===== src/rtl/int_scheduler.sv =====
// ----------------------------------------------------------------------------
// int_scheduler
// Sequencer/arbiter between the interrupt request/attention registers and the
// core's PC logic. Selects the highest-priority eligible pending line, decides
// when the core may be redirected (including strictly-higher-priority nested
// preemption), drives the one-hot set/clear strobes into the interrupt
// registers and keeps a LIFO of return addresses for nested service.
//
// Ports
//   i_clk            system clock, all state on rising edge
//   i_reset          synchronous active-low reset
//   i_int_pend       pending requests (request register)
//   i_int_srv        in-service lines (attention register)
//   i_mask_we/_d     load per-line enable mask
//   i_gie_set/_clr   global enable set / clear (clear wins)
//   i_instr_boundary core can be redirected this cycle
//   i_reti_op        core executes return-from-interrupt this cycle
//   i_pc_next        return address to push on a take
//   o_s_calli        one-hot set-attention strobe
//   o_s_reti         one-hot clear request+attention strobe
//   o_irq_take       core loads PC from o_vec_addr
//   o_vec_addr       vector address of the taken line
//   o_ret_valid      core loads PC from o_ret_pc
//   o_ret_pc         popped return address
//   o_int_mask       current mask register
//   o_gie            current global enable
//   o_depth          return-stack occupancy
//   o_err            pulse on reti with empty stack
// ----------------------------------------------------------------------------
module int_scheduler #(
    parameter int              WIDTH    = 8,
    parameter int              PC_W     = 10,
    parameter logic [PC_W-1:0] VEC_BASE = 10'b1000000000
) (
    input  logic             i_clk,
    input  logic             i_reset,
    input  logic [WIDTH-1:0] i_int_pend,
    input  logic [WIDTH-1:0] i_int_srv,
    input  logic             i_mask_we,
    input  logic [WIDTH-1:0] i_mask_d,
    input  logic             i_gie_set,
    input  logic             i_gie_clr,
    input  logic             i_instr_boundary,
    input  logic             i_reti_op,
    input  logic [PC_W-1:0]  i_pc_next,
    output logic [WIDTH-1:0] o_s_calli,
    output logic [WIDTH-1:0] o_s_reti,
    output logic             o_irq_take,
    output logic [PC_W-1:0]  o_vec_addr,
    output logic             o_ret_valid,
    output logic [PC_W-1:0]  o_ret_pc,
    output logic [WIDTH-1:0] o_int_mask,
    output logic             o_gie,
    output logic [3:0]       o_depth,
    output logic             o_err
);

    localparam int IDX_W = $clog2(WIDTH);

    typedef enum logic [1:0] {
        ST_IDLE = 2'd0,
        ST_CALL = 2'd1,
        ST_RET  = 2'd2,
        ST_HOLD = 2'd3
    } state_t;

    // Index of the highest set bit; caller qualifies with a separate "any" flag.
    function automatic logic [IDX_W-1:0] f_msb_idx(input logic [WIDTH-1:0] v);
        logic [IDX_W-1:0] idx;
        idx = {IDX_W{1'b0}};
        for (int i = 0; i < WIDTH; i++) begin
            if (v[i]) begin
                idx = IDX_W'(i);
            end else begin
                idx = idx;
            end
        end
        return idx;
    endfunction

    function automatic logic [WIDTH-1:0] f_onehot(input logic [IDX_W-1:0] idx);
        return {{(WIDTH-1){1'b0}}, 1'b1} << idx;
    endfunction

    state_t                 r_state;
    state_t                 w_state_nxt;
    logic [WIDTH-1:0]       r_mask;
    logic                   r_gie;
    logic [3:0]             r_depth;
    logic [PC_W-1:0]        r_stack [WIDTH];
    logic [WIDTH-1:0]       r_s_calli;
    logic [WIDTH-1:0]       r_s_reti;
    logic                   r_irq_take;
    logic                   r_ret_valid;
    logic                   r_err;
    logic [PC_W-1:0]        r_vec_addr;
    logic [PC_W-1:0]        r_ret_pc;

    logic [WIDTH-1:0]       w_elig;
    logic [IDX_W-1:0]       w_sel;
    logic [IDX_W-1:0]       w_cur;
    logic                   w_srv_any;
    logic                   w_take;
    logic [IDX_W-1:0]       w_top_idx;
    logic [IDX_W-1:0]       w_push_idx;
    logic [PC_W-1:0]        w_vec;
    logic                   w_push;
    logic                   w_pop;
    logic [WIDTH-1:0]       w_s_calli_nxt;
    logic [WIDTH-1:0]       w_s_reti_nxt;
    logic                   w_irq_take_nxt;
    logic                   w_ret_valid_nxt;
    logic                   w_err_nxt;

    assign w_elig     = i_int_pend & r_mask & ~i_int_srv;
    assign w_sel      = f_msb_idx(w_elig);
    assign w_cur      = f_msb_idx(i_int_srv);
    assign w_srv_any  = |i_int_srv;
    // No line in service counts as priority -1, so any eligible line beats it.
    assign w_take     = r_gie & i_instr_boundary & (|w_elig)
                      & (~w_srv_any | (w_sel > w_cur))
                      & (r_depth < 4'(WIDTH));
    assign w_top_idx  = IDX_W'(r_depth - 4'd1);
    assign w_push_idx = IDX_W'(r_depth);
    assign w_vec      = VEC_BASE + PC_W'(WIDTH - 1) - PC_W'(w_sel);

    // Next-state and next-strobe decode. Strobes are computed on the decision
    // cycle and registered so they appear during the CALL/RET state.
    always_comb begin
        w_state_nxt     = r_state;
        w_s_calli_nxt   = {WIDTH{1'b0}};
        w_s_reti_nxt    = {WIDTH{1'b0}};
        w_irq_take_nxt  = 1'b0;
        w_ret_valid_nxt = 1'b0;
        w_err_nxt       = 1'b0;
        w_push          = 1'b0;
        w_pop           = 1'b0;
        case (r_state)
            ST_IDLE: begin
                if (i_reti_op) begin
                    w_state_nxt = ST_RET;
                    if (r_depth != 4'd0) begin
                        w_ret_valid_nxt = 1'b1;
                        w_s_reti_nxt    = w_srv_any ? f_onehot(w_cur) : {WIDTH{1'b0}};
                        w_pop           = 1'b1;
                    end else begin
                        w_err_nxt = 1'b1;
                    end
                end else if (w_take) begin
                    w_state_nxt    = ST_CALL;
                    w_irq_take_nxt = 1'b1;
                    w_s_calli_nxt  = f_onehot(w_sel);
                    w_push         = 1'b1;
                end else begin
                    w_state_nxt = ST_IDLE;
                end
            end
            ST_CALL: w_state_nxt = ST_HOLD;
            ST_RET:  w_state_nxt = ST_HOLD;
            ST_HOLD: w_state_nxt = ST_IDLE;
            default: w_state_nxt = ST_IDLE;
        endcase
    end

    // State, strobes, depth, configuration and address outputs.
    always_ff @(posedge i_clk) begin
        if (!i_reset) begin
            r_state     <= ST_IDLE;
            r_mask      <= {WIDTH{1'b0}};
            r_gie       <= 1'b0;
            r_depth     <= 4'd0;
            r_s_calli   <= {WIDTH{1'b0}};
            r_s_reti    <= {WIDTH{1'b0}};
            r_irq_take  <= 1'b0;
            r_ret_valid <= 1'b0;
            r_err       <= 1'b0;
            r_vec_addr  <= {PC_W{1'b0}};
            r_ret_pc    <= {PC_W{1'b0}};
        end else begin
            r_state     <= w_state_nxt;
            r_s_calli   <= w_s_calli_nxt;
            r_s_reti    <= w_s_reti_nxt;
            r_irq_take  <= w_irq_take_nxt;
            r_ret_valid <= w_ret_valid_nxt;
            r_err       <= w_err_nxt;
            if (i_mask_we) begin
                r_mask <= i_mask_d;
            end
            if (i_gie_clr) begin
                r_gie <= 1'b0;
            end else if (i_gie_set) begin
                r_gie <= 1'b1;
            end
            if (w_push) begin
                r_depth    <= r_depth + 4'd1;
                r_vec_addr <= w_vec;
            end else if (w_pop) begin
                r_depth  <= r_depth - 4'd1;
                r_ret_pc <= r_stack[w_top_idx];
            end
        end
    end

    // Return-address storage; contents are don't-care after reset.
    always_ff @(posedge i_clk) begin
        if (w_push && i_reset) begin
            r_stack[w_push_idx] <= i_pc_next;
        end
    end

    assign o_s_calli   = r_s_calli;
    assign o_s_reti    = r_s_reti;
    assign o_irq_take  = r_irq_take;
    assign o_vec_addr  = r_vec_addr;
    assign o_ret_valid = r_ret_valid;
    assign o_ret_pc    = r_ret_pc;
    assign o_int_mask  = r_mask;
    assign o_gie       = r_gie;
    assign o_depth     = r_depth;
    assign o_err       = r_err;

endmodule


===== config.mk =====
export PLATFORM = sky130hd
export DESIGN_NAME = int_scheduler
export DESIGN_NICKNAME = d
export VERILOG_FILES = /design/src/rtl/int_scheduler.sv
export SDC_FILE = /design/constraint.sdc
export NUM_CORES = 1
export LEC_CHECK = 0
export CORE_AREA = 5 5 103 105
export CTS_CLUSTER_SIZE = 20
export DETAILED_ROUTE_END_ITERATION = 16
export DIE_AREA = 0 0 108 110
export DONT_BUFFER_PORTS = 1
export GPL_TIMING_DRIVEN = 1
export PLACE_DENSITY = 0.69
export REMOVE_ABC_BUFFERS = 1
export SYNTH_ARGS = -nofsm -noshare
export SYNTH_HDL_FRONTEND = slang
export SYNTH_SLANG_ARGS = --single-unit
export TNS_END_PERCENT = 1

===== constraint.sdc =====
create_clock -name i_clk -period 8.8 [get_ports i_clk]
set_clock_uncertainty 0.1 [all_clocks]
set_input_delay 1.32 -clock i_clk [delete_from_list [all_inputs] [get_ports i_clk]]
set_output_delay 1.32 -clock i_clk [all_outputs]
set_load 0.005 [all_outputs]

# [Yosys cells after proc, flatten, opt, wreduce, memory -nomap -nowiden]
# Memories as Yosys holds them, arrays and structs flattened. A register that Yosys moved wholly into a read port is not among the register bits.
# Cells that the tools add are included.
[totals] register_bits=44 output_inout_bits=52 wordCells=75 input_bits=41 mem_count=1 ramBits=80
[mem_list] memory="r_stack" depth=8 width=10 read_ports=1 rd_clocked_by_memory_dff=1 write_ports=1 line_no="90" source="logic [PC_W-1:0] r_stack [WIDTH];"
[classes] eq_ne=3 reduce_logical=13 n_mux=28 shift=2 addsub=3 magnitude_cmp=2 bitwise=13
[op_table] op="3-bit two-way mux" n=12
[op_table] op="8-bit AND" n=2
[op_table] op="8-bit OR reduction" n=2
[op_table] op="1-bit by 3-bit << shifter with 8-bit output (first input constant)" n=2
[op_table] op="1-bit two-way mux" n=12
[op_table] op="10-bit by 3-bit subtractor with 10-bit output (first input constant)" n=1
[op_table] op="4-bit two-way mux" n=2
[op_table] op="8-bit NOT" n=1
[op_table] op="2-bit one-hot mux with 3 select lines" n=1
[op_table] op="1-bit NOT" n=5
[op_table] op="5-bit AND reduction" n=1
[op_table] op="4-bit by 1-bit adder with 4-bit output (second input constant)" n=1
[op_table] op="1-bit AND" n=4
[op_table] op="2-bit equality test (second input constant)" n=2
[op_table] op="4-bit less-than comparator (second input constant)" n=1
[op_table] op="4-bit nonzero test" n=1
[op_table] op="2-bit OR reduction" n=2
[op_table] op="4-bit OR reduction" n=1
[op_table] op="4-bit by 1-bit subtractor with 4-bit output (second input constant)" n=1
[op_table] op="3-bit greater-than comparator" n=1
[op_table] op="3-bit AND reduction" n=1
[op_table] op="2-bit by 1-bit equality test with 1-bit output (second input constant)" n=1
[op_table] op="2-bit logical NOT" n=1
[op_table] op="2-bit two-way mux" n=1
[op_table] op="other kinds (5)" n=5

# [Logic depth before layout (Yosys ltp)]
# Gate-level depths: netlist of the first run.
[depth] ltp_word=19 ltp_mapped=10 ltp_nobuf=10

# [Least setup slack after synthesis of the first run]
# Ideal clock, no wire load.
[synth_path] path_kind="input to register" from="input port i_int_srv[3]" to="memory r_stack[2][0], enable pin" setup_ns=0.390 path_buffers=0 stages=10 required_ns=8.310 arrival_ns=3.824 slack_ns=4.486 cell_sequence="nand3b_1 > o21ai_0 > a31oi_1 > inv_1 > ha_1 > nand3_1 > o21ai_0 > o21ai_2 > nand3_2 > nor3_1"
[synth_between] elab_chain_len=17 word_cells_on_any_way=26 cone_classes="order compare: 1; mux: 15; bitwise: 7; reduce/logical: 3"
[synth_rtl] element="start: declaration" line_no="38" source="input logic [WIDTH-1:0] i_int_srv,"
[synth_rtl] element="8-bit NOT" line_no="115" source="assign w_elig = i_int_pend & r_mask & ~i_int_srv;"
[synth_rtl] element="8-bit AND" line_no="115"
[synth_rtl] element="3-bit two-way mux (5 in a row)" line_no="72" source="if (v[i]) begin"
[synth_rtl] element="3-bit greater-than comparator" line_no="121" source="& (~w_srv_any | (w_sel > w_cur))"
[synth_rtl] element="1-bit OR" line_no="121"
[synth_rtl] element="1-bit AND (*)" line_no="121"
[synth_rtl] element="1-bit AND (*)" line_no="122" source="& (r_depth < 4'(WIDTH));"
[synth_rtl] element="1-bit two-way mux (*)" line_no="149" source="end else if (w_take) begin"
[synth_rtl] element="1-bit two-way mux (*)" line_no="140" source="if (i_reti_op) begin"
[synth_rtl] element="1-bit two-way mux (*)"
[synth_rtl] element="1-bit logical AND (*)" line_no="206" source="if (w_push && i_reset) begin"
[synth_rtl] element="1-bit two-way mux (*)" line_no="206"
[synth_rtl] element="1-bit two-way mux (not written as such) (*)" line_no="207" source="r_stack[w_push_idx] <= i_pc_next;"
[synth_rtl] element="end: declaration" line_no="90"
# Mark *: on every way between the ends. The rest lies on a longest branch, timed or not.

# [Worst setup path in the final report of the first run]
[layout_path] from="input port i_int_pend[2]" to="memory r_stack[2][4], enable pin"
[layout_between] elab_chain_len=18 word_cells_on_any_way=20 cone_classes="order compare: 1; mux: 11; bitwise: 6; reduce/logical: 2"
[layout_rtl] element="start: declaration" line_no="37" source="input logic [WIDTH-1:0] i_int_pend,"
[layout_rtl] element="8-bit AND (*) (2 in a row)" line_no="115"
[layout_rtl] element="3-bit two-way mux (6 in a row)" line_no="72"
[layout_rtl] element="3-bit greater-than comparator" line_no="121"
[layout_rtl] element="1-bit OR" line_no="121"
[layout_rtl] element="1-bit AND (*)" line_no="121"
[layout_rtl] element="1-bit AND (*)" line_no="122"
[layout_rtl] element="1-bit two-way mux (*)" line_no="149"
[layout_rtl] element="1-bit two-way mux (*)" line_no="140"
[layout_rtl] element="1-bit two-way mux (*)"
[layout_rtl] element="1-bit logical AND (*)" line_no="206"
[layout_rtl] element="1-bit two-way mux (*)" line_no="206"
[layout_rtl] element="1-bit two-way mux (not written as such) (*)" line_no="207"
# Marks and branches as above.

==> flow_summary.toml, run 1 <==
[placement]
dp_slack_ns = 4.04
io_buffer_count = 0
hpwl_um = 6900
place_congestion = 0.850

[worst_setup_path]
cp.required_ns = 8.83
path_max_fanout = 10
end_kind = "flop"
start_kind = "primary input"
worstSetupPathType = "primary input to flop"
crit_arrival_ns = 4.23

[cells_and_area]
syn2layout_area_growth_pct = 12.1
num-nets-final = 404
antenna_cells = 0
drive_gt1_share_pct = 20.8

[synthesis]
synth.cell_area_um2 = 5120
syn_avg_cell_area_um2 = 14.7
ys_top_cells_by_area = "edfxtp_1, dfxtp_1, mux4_2, nor2_1, mux2i_1"
ys_top_cells_by_count = "edfxtp_1, dfxtp_1, nor2_1"
synth_compound_area_share_pct = 7.45
synth_fa_ha_area_share_pct = 1.47
synth_top_area_cell = "edfxtp_1"
syn_inst = 349
synth_ff_type = "edfxtp_1"
synth.area.mux_share_pct = 10.5
yosysMostFrequentCell = "edfxtp_1"
yosysUniqueCellTypes = 57
synth_edf_count = 80
ys_seq_area_share_pct = 65.6
synth_top_family_by_area = "simple AND/OR/NAND/NOR gates"
synth-xor-area-share_pct = 0.171
synth_top_cell_area_share_pct = 46.9
yosys.area_share.simple_pct = 11.3
ys_ff_latch = 128
synthArstFlopShare_pct = 0
ys_warn_count = 0

[route]
drtPass1Iterations = 5
drc = 0
vias_per_cell = 5.83
drtAntennaViolNets = 0
vias = 2931
wirelength_um = 10700
drtIter0Drc = 169
wl_per_cell_um = 21.3

[global_routing]
grt_max_degree = 30
antenna_found_initial = 0
grt_pass1_wl_um = 16800
track_usage_pct = 19.4
overflow = 0
grt_pass1_vias = 2955

[die]
die_w_um = 108
die_y_um = 110
rows = 36
core_um2 = 9550
io_pins = 93
start_util_pct = 53.7
die-area_um2 = 11900

[pwr]
internal_power_uw = 1200
power.leakage_uw = 0.00196
ir_drop_mv = 0.146
seq_power_share_pct = 42.0
p_switching_uw = 512
power.share.clock_pct = 35.7
power_frac_comb_pct = 22.4
powerDensity_nw_per_um2 = 298
swShare_pct = 29.9

[clock_network]
postCtsHoldBufs = 0
clock-root-buffer = "clkbuf_8"
clock_path_buffers = 2
clk_latency_ns = 0.51
numCtsBuffers = 17
clock_sinks = 128
cts_setup_buffers = 0
cts_max_level = 4
path_clk_slew_ns = 0.06
ctsResizeCount = 0
cts_tree = "done"

[worst_hold_path]
hold_path.class = "flop to flop"

[timing]
slew_headroom_pct = 29.4
hold_viol_final = 0
setup_ws_ns = 4.60
setup_viol = 0
layout_min_cycle_time_ns = 4.20
timing.fmax_mhz = 238
rsz0062_at_grt = "no"
drv_slew = 0
finalCritPeriodShare_pct = 47.7
fin_tns_setup_ns = 0
worstMarginPinSlew_ns = 1.06

[outcome]
status = "finished, final reports clean"

[run]
maxCapViolCount = 0
==> through the flow <==
stage	std cells	power, µW	hold slack [ns]	util [%]	instance area, µm²
2_1_floorplan	334	1010	0.348	-	5010
3_3_place_gp	471	1110	0.367	54.7	5220
3_5_place_dp	471	1110	0.368	54.7	5220
4_1_cts	503	1720	0.377	60.2	5740
5_1_grt	503	1800	0.394	60.2	5740
6_report	503	1710	0.371	60.2	5740
==> power by group through the flow <==
stage          logic [µW]  clock network, µW  registers, µW
6_report              383                610            718
5_1_grt               425                649            724
4_1_cts               385                619            719
3_5_place_dp          382                  0            731
3_3_place_gp          376                  0            731
2_1_floorplan         273                  0            739
==> cells in the final DEF (no fill, tap or decap), drive strengths merged, types with 7 or more instances in the layout <==
| master | instances |
|---|---|
| clkbuf | 17 |
| o21ai | 11 |
| mux2i | 9 |
| nor3 | 10 |
| a22oi | 10 |
| edfxtp | 80 |
| nor2 | 27 |
| inv | 15 |
| dfxtp | 48 |
| mux4 | 20 |
| a21oi | 17 |
| nand2 | 25 |
| clkinvlp | 7 |
==> flip-flops by register name (all words and copies together), names as in the netlist <==
signal / flops
o_gie: 1
o_ret_valid: 1
o_depth: 4
o_s_calli: 8
o_irq_take: 1
o_int_mask: 8
o_ret_pc: 10
o_s_reti: 8
o_vec_addr: 4
r_state: 2
o_err: 1
r_stack: 80
==> metal layers <==
metal	GRT usage, %	wire (µm)	vias to the layer above
li1	-	-	1341
met1	23.8	4430	1450
met3	5.88	813	14
met2	32.4	5340	126
met5	0	0	-
met4	7.57	154	0
==> worst max-delay path, cell delays in order <==
cell and delay (ns):
nand2_1 0.03, o21ai_0 0.48, a31oi_1 0.24, inv_1 0.15, ha_1 0.26, nand3_1 0.07
o21ai_0 0.12, o21ai_2 0.37, nand3_2 0.30, nor3_2 0.88
==> logic make-up (layout without fill, tap and decap cells) <==
family,Yosys count,count (layout)
flip-flops,128,128
AND/OR/NAND/NOR,97,97
AO/OA/AOI/OAI,56,56
buffers and inverters,31,47
multiplexers,29,29
adder cells (fa/ha/maj),6,6
other,1,6
XOR/XNOR,1,1
==> worst paths after layout <==
path | startpoint | to | slack [ns] | cells past startpoint
setup / recovery | i_int_pend[2] | r_stack[2][4]$_DFFE_PP_ | 4.60 | 10
hold reg to reg | o_ret_pc[6]$_SDFFE_PN0P_ | o_ret_pc[6]$_SDFFE_PN0P_ | 0.37 | 2
hold / removal | o_ret_pc[6]$_SDFFE_PN0P_ | o_ret_pc[6]$_SDFFE_PN0P_ | 0.37 | 2
setup reg to reg | o_int_mask[2]$_SDFFE_PN0P_ | r_stack[2][4]$_DFFE_PP_ | 4.98 | 10
==> area by class of cell <==
| type | count | area [µm²] |
|---|---|---|
| fill | 762 | 3800 |
| sequential | 128 | 3360 |
| multi-input combinational | 195 | 1620 |
| clock buffer | 17 | 414 |
| tap | 133 | 166 |
| clock inverter | 15 | 111 |
| inverter | 11 | 41.3 |
| timing repair buffer | 4 | 30.0 |
(Power assumes the default switching activity.)
==> run 2: changes to the inputs <==
--- a/config.mk
+++ b/config.mk
@@ -5,10 +5,11 @@
 export SDC_FILE = /design/constraint.sdc
 export NUM_CORES = 1
 export LEC_CHECK = 0
-export CORE_AREA = 5 5 103 105
+export ABC_AREA = 1
+export CORE_AREA = 5 5 104 106
 export CTS_CLUSTER_SIZE = 20
 export DETAILED_ROUTE_END_ITERATION = 16
-export DIE_AREA = 0 0 108 110
+export DIE_AREA = 0 0 109 111
 export DONT_BUFFER_PORTS = 1
 export GPL_TIMING_DRIVEN = 1
 export PLACE_DENSITY = 0.69
==> constraint.sdc (replaced) <==
create_clock -name i_clk -period 4.38 [get_ports i_clk]
set_clock_uncertainty 0.1 [all_clocks]
set_input_delay 0.657 -clock i_clk [delete_from_list [all_inputs] [get_ports i_clk]]
set_output_delay 0.657 -clock i_clk [all_outputs]
set_load 0.005 [all_outputs]
==> run 2 against run 1 <==
Against the previous run: register-to-register slack got worse by 3.8 ns; sequential cell count did not move; sequential power rose by 98%; global-route usage rose by 1.6 points; via count rose by 23%; first-iteration DRC count rose by 52%; largest cell class unchanged.
==> flow_summary.toml, run 2 <==
[placement]
place_area_um2 = 5290
io_buffer_count = 0
placed_cells = 636
place_congestion = 0.807
dp_slack_ns = 0.848
hpwl_um = 7900

[route]
wirelength_um = 12000
drc = 0
vias = 3619
wl_per_cell_um = 18.0
vias_per_cell = 5.42
drtPass1Iterations = 4
drtIter0Drc = 257
drtAntennaViolNets = 0

[worst_setup_path]
cp_top_family = "simple AND/OR/NAND/NOR gates"
crit_arrival_ns = 3.25
slowest_delay_ns = 0.69
cp.required_ns = 4.43
end_kind = "flop"
start_kind = "flop"
path_cells = "nand3_1 > o21ai_0 > nand2_1 > nand2_1 > nand2_1 > nand2_1 > inv_1 > ha_1 > nand3_1 > nand2_1 > nand2_2 > nand3_4 > nor2_8 > nand2_1 > nor2_1"
path_max_fanout = 14
crit_buf_inv = 1
worstSetupPathType = "flop to flop"
slowest_stage = "nor2_1"
cp_common_cell = "nand2_1"

[synthesis]
synth_ff_type = "edfxtp_1"
ys_top_cells_by_area = "edfxtp_1, dfxtp_1, nand2_1, nor2_1, o21ai_0"
ys_warn_count = 0
synth.cell_area_um2 = 5220
synth_top_area_cell = "edfxtp_1"
yosysMostFrequentCell = "nand2_1"
synthArstFlopShare_pct = 0
yosysUniqueCellTypes = 31
syn_avg_cell_area_um2 = 10.0
synth_edf_count = 80
ys_top_cells_by_count = "nand2_1, edfxtp_1, nor2_1"
ys_ff_latch = 128
synth_top_cell_area_share_pct = 46.0
syn_inst = 520
ys_seq_area_share_pct = 64.4

[clock_network]
cts_tree = "done"
cts_max_level = 4
clock_path_buffers = 2
cts_setup_buffers = 0
clock_sinks = 128
clock-root-buffer = "clkbuf_8"
numCtsBuffers = 17
postCtsHoldBufs = 0
clk_latency_ns = 0.52
ctsResizeCount = 0
path_clk_slew_ns = 0.06

[timing]
timing.fmax_mhz = 312
drv_slew = 0
setup_ws_ns = 1.18
hold_viol_final = 0
setup_viol = 0
rsz0062_at_grt = "no"
slew_headroom_pct = 38.1
layout_min_cycle_time_ns = 3.20
fin_tns_setup_ns = 0
finalCritPeriodShare_pct = 73.1
worstMarginPinSlew_ns = 0.926

[cells_and_area]
num-nets-final = 569
drive_gt1_share_pct = 12.1
fillCellCount = 773
largest_register = "r_stack"
final_common_cell = "nand2_1"
layout.cells.non_filler = 668
largest_reg_flops = 80
syn2layout_area_growth_pct = 13.8
antenna_cells = 0
final_util_pct = 61.4
fin_area_um2 = 5950
final_cell_mix = "nand2_1, nor2_1, edfxtp_1"

[global_routing]
track_usage_pct = 20.9
grt_max_degree = 47
grt_pass1_wl_um = 19200
antenna_found_initial = 0
overflow = 0
grt_pass1_vias = 3643

[die]
die-area_um2 = 12100
io_pins = 93
die_y_um = 111
die_w_um = 109
core_um2 = 9680
start_util_pct = 53.9
rows = 36

[pwr]
powerDensity_nw_per_um2 = 622
ir_drop_mv = 0.346
power.leakage_uw = 0.00237

[worst_hold_path]
hold_path.class = "primary input to flop"

[run]
maxCapViolCount = 0

[outcome]
status = "finished, final reports clean"
run 2: cell count changes in the layout (fill, tap and decap cells not counted), moves of 6 or more:
cell       before  now
nor2_1         26   80
inv_1           9   30
mux2i_1         9    0
o22ai_1         0   14
nand3_1         5   31
inv_2           2   12
bufinv_16       0    6
nand2_1        22  103
a22oi_1        10    3
mux4_2         20    0
o21ai_0        10   42
run 2: cell families after synthesis:
| logic type | count (synthesis) | synth area share (%) |
|---|---|---|
| compound gates | 79 | 8.12 |
| xor+xnor | 2 | 0.335 |
| fa+ha+maj | 6 | 1.44 |
| buf+inv | 69 | 5.92 |
| flops | 128 | 64.4 |
| other cells | 1 | 0.0718 |
| simple gates | 235 | 19.7 |
run 2: where the power goes:
part	total (µW)	internal, µW	switching (µW)
combinational	732	228	504
clock	1550	1040	511
sequential	1420	1350	68.9
run 2: per-layer routing:
layer	vias to the layer above	share of wire, %	wire length [µm]	track usage, %
met3	17	7.8	940	7.05
met1	1719	41	4910	26.2
met2	138	50	5950	33.7
li1	1745	-	-	-
met5	-	0	0	0
met4	0	1.6	187	7.41
run 2: final cells by class:
cell class | count | area (µm²) | area share, %
Tap cell | 133 | 166 | 2.80
Multi-Input combinational cell | 328 | 1570 | 26.4
Timing Repair Buffer | 4 | 30.0 | 0.505
Sequential cell | 128 | 3360 | 56.6
Clock buffer | 18 | 418 | 7.03
Clock inverter | 14 | 238 | 4.00
Inverter | 43 | 161 | 2.71
run 2: worst paths after layout:
kind | start | end | slack [ns] | cells after the start
worst max-delay path | o_int_mask[1]$_SDFFE_PN0P_ | r_stack[4][5]$_DFFE_PP_ | 1.18 | 15
worst min-delay path | i_gie_clr | o_gie$_SDFFE_PP0P_ | 0.11 | 1
worst max register to register | o_int_mask[1]$_SDFFE_PN0P_ | r_stack[4][5]$_DFFE_PP_ | 1.18 | 15
worst min register to register | o_vec_addr[1]$_SDFFE_PN0N_ | o_vec_addr[1]$_SDFFE_PN0N_ | 0.38 | 2
run 2: metrics by stage:
| stage | hold WS [ns] | total power, µW |
|---|---|---|
| global route | 0.0871 | 3880 |
| detailed placement | 0.375 | 2170 |
| CTS | 0.0947 | 3710 |
| floorplan | 0.340 | 1950 |
| finish | 0.107 | 3700 |
| global placement | 0.377 | 2150 |
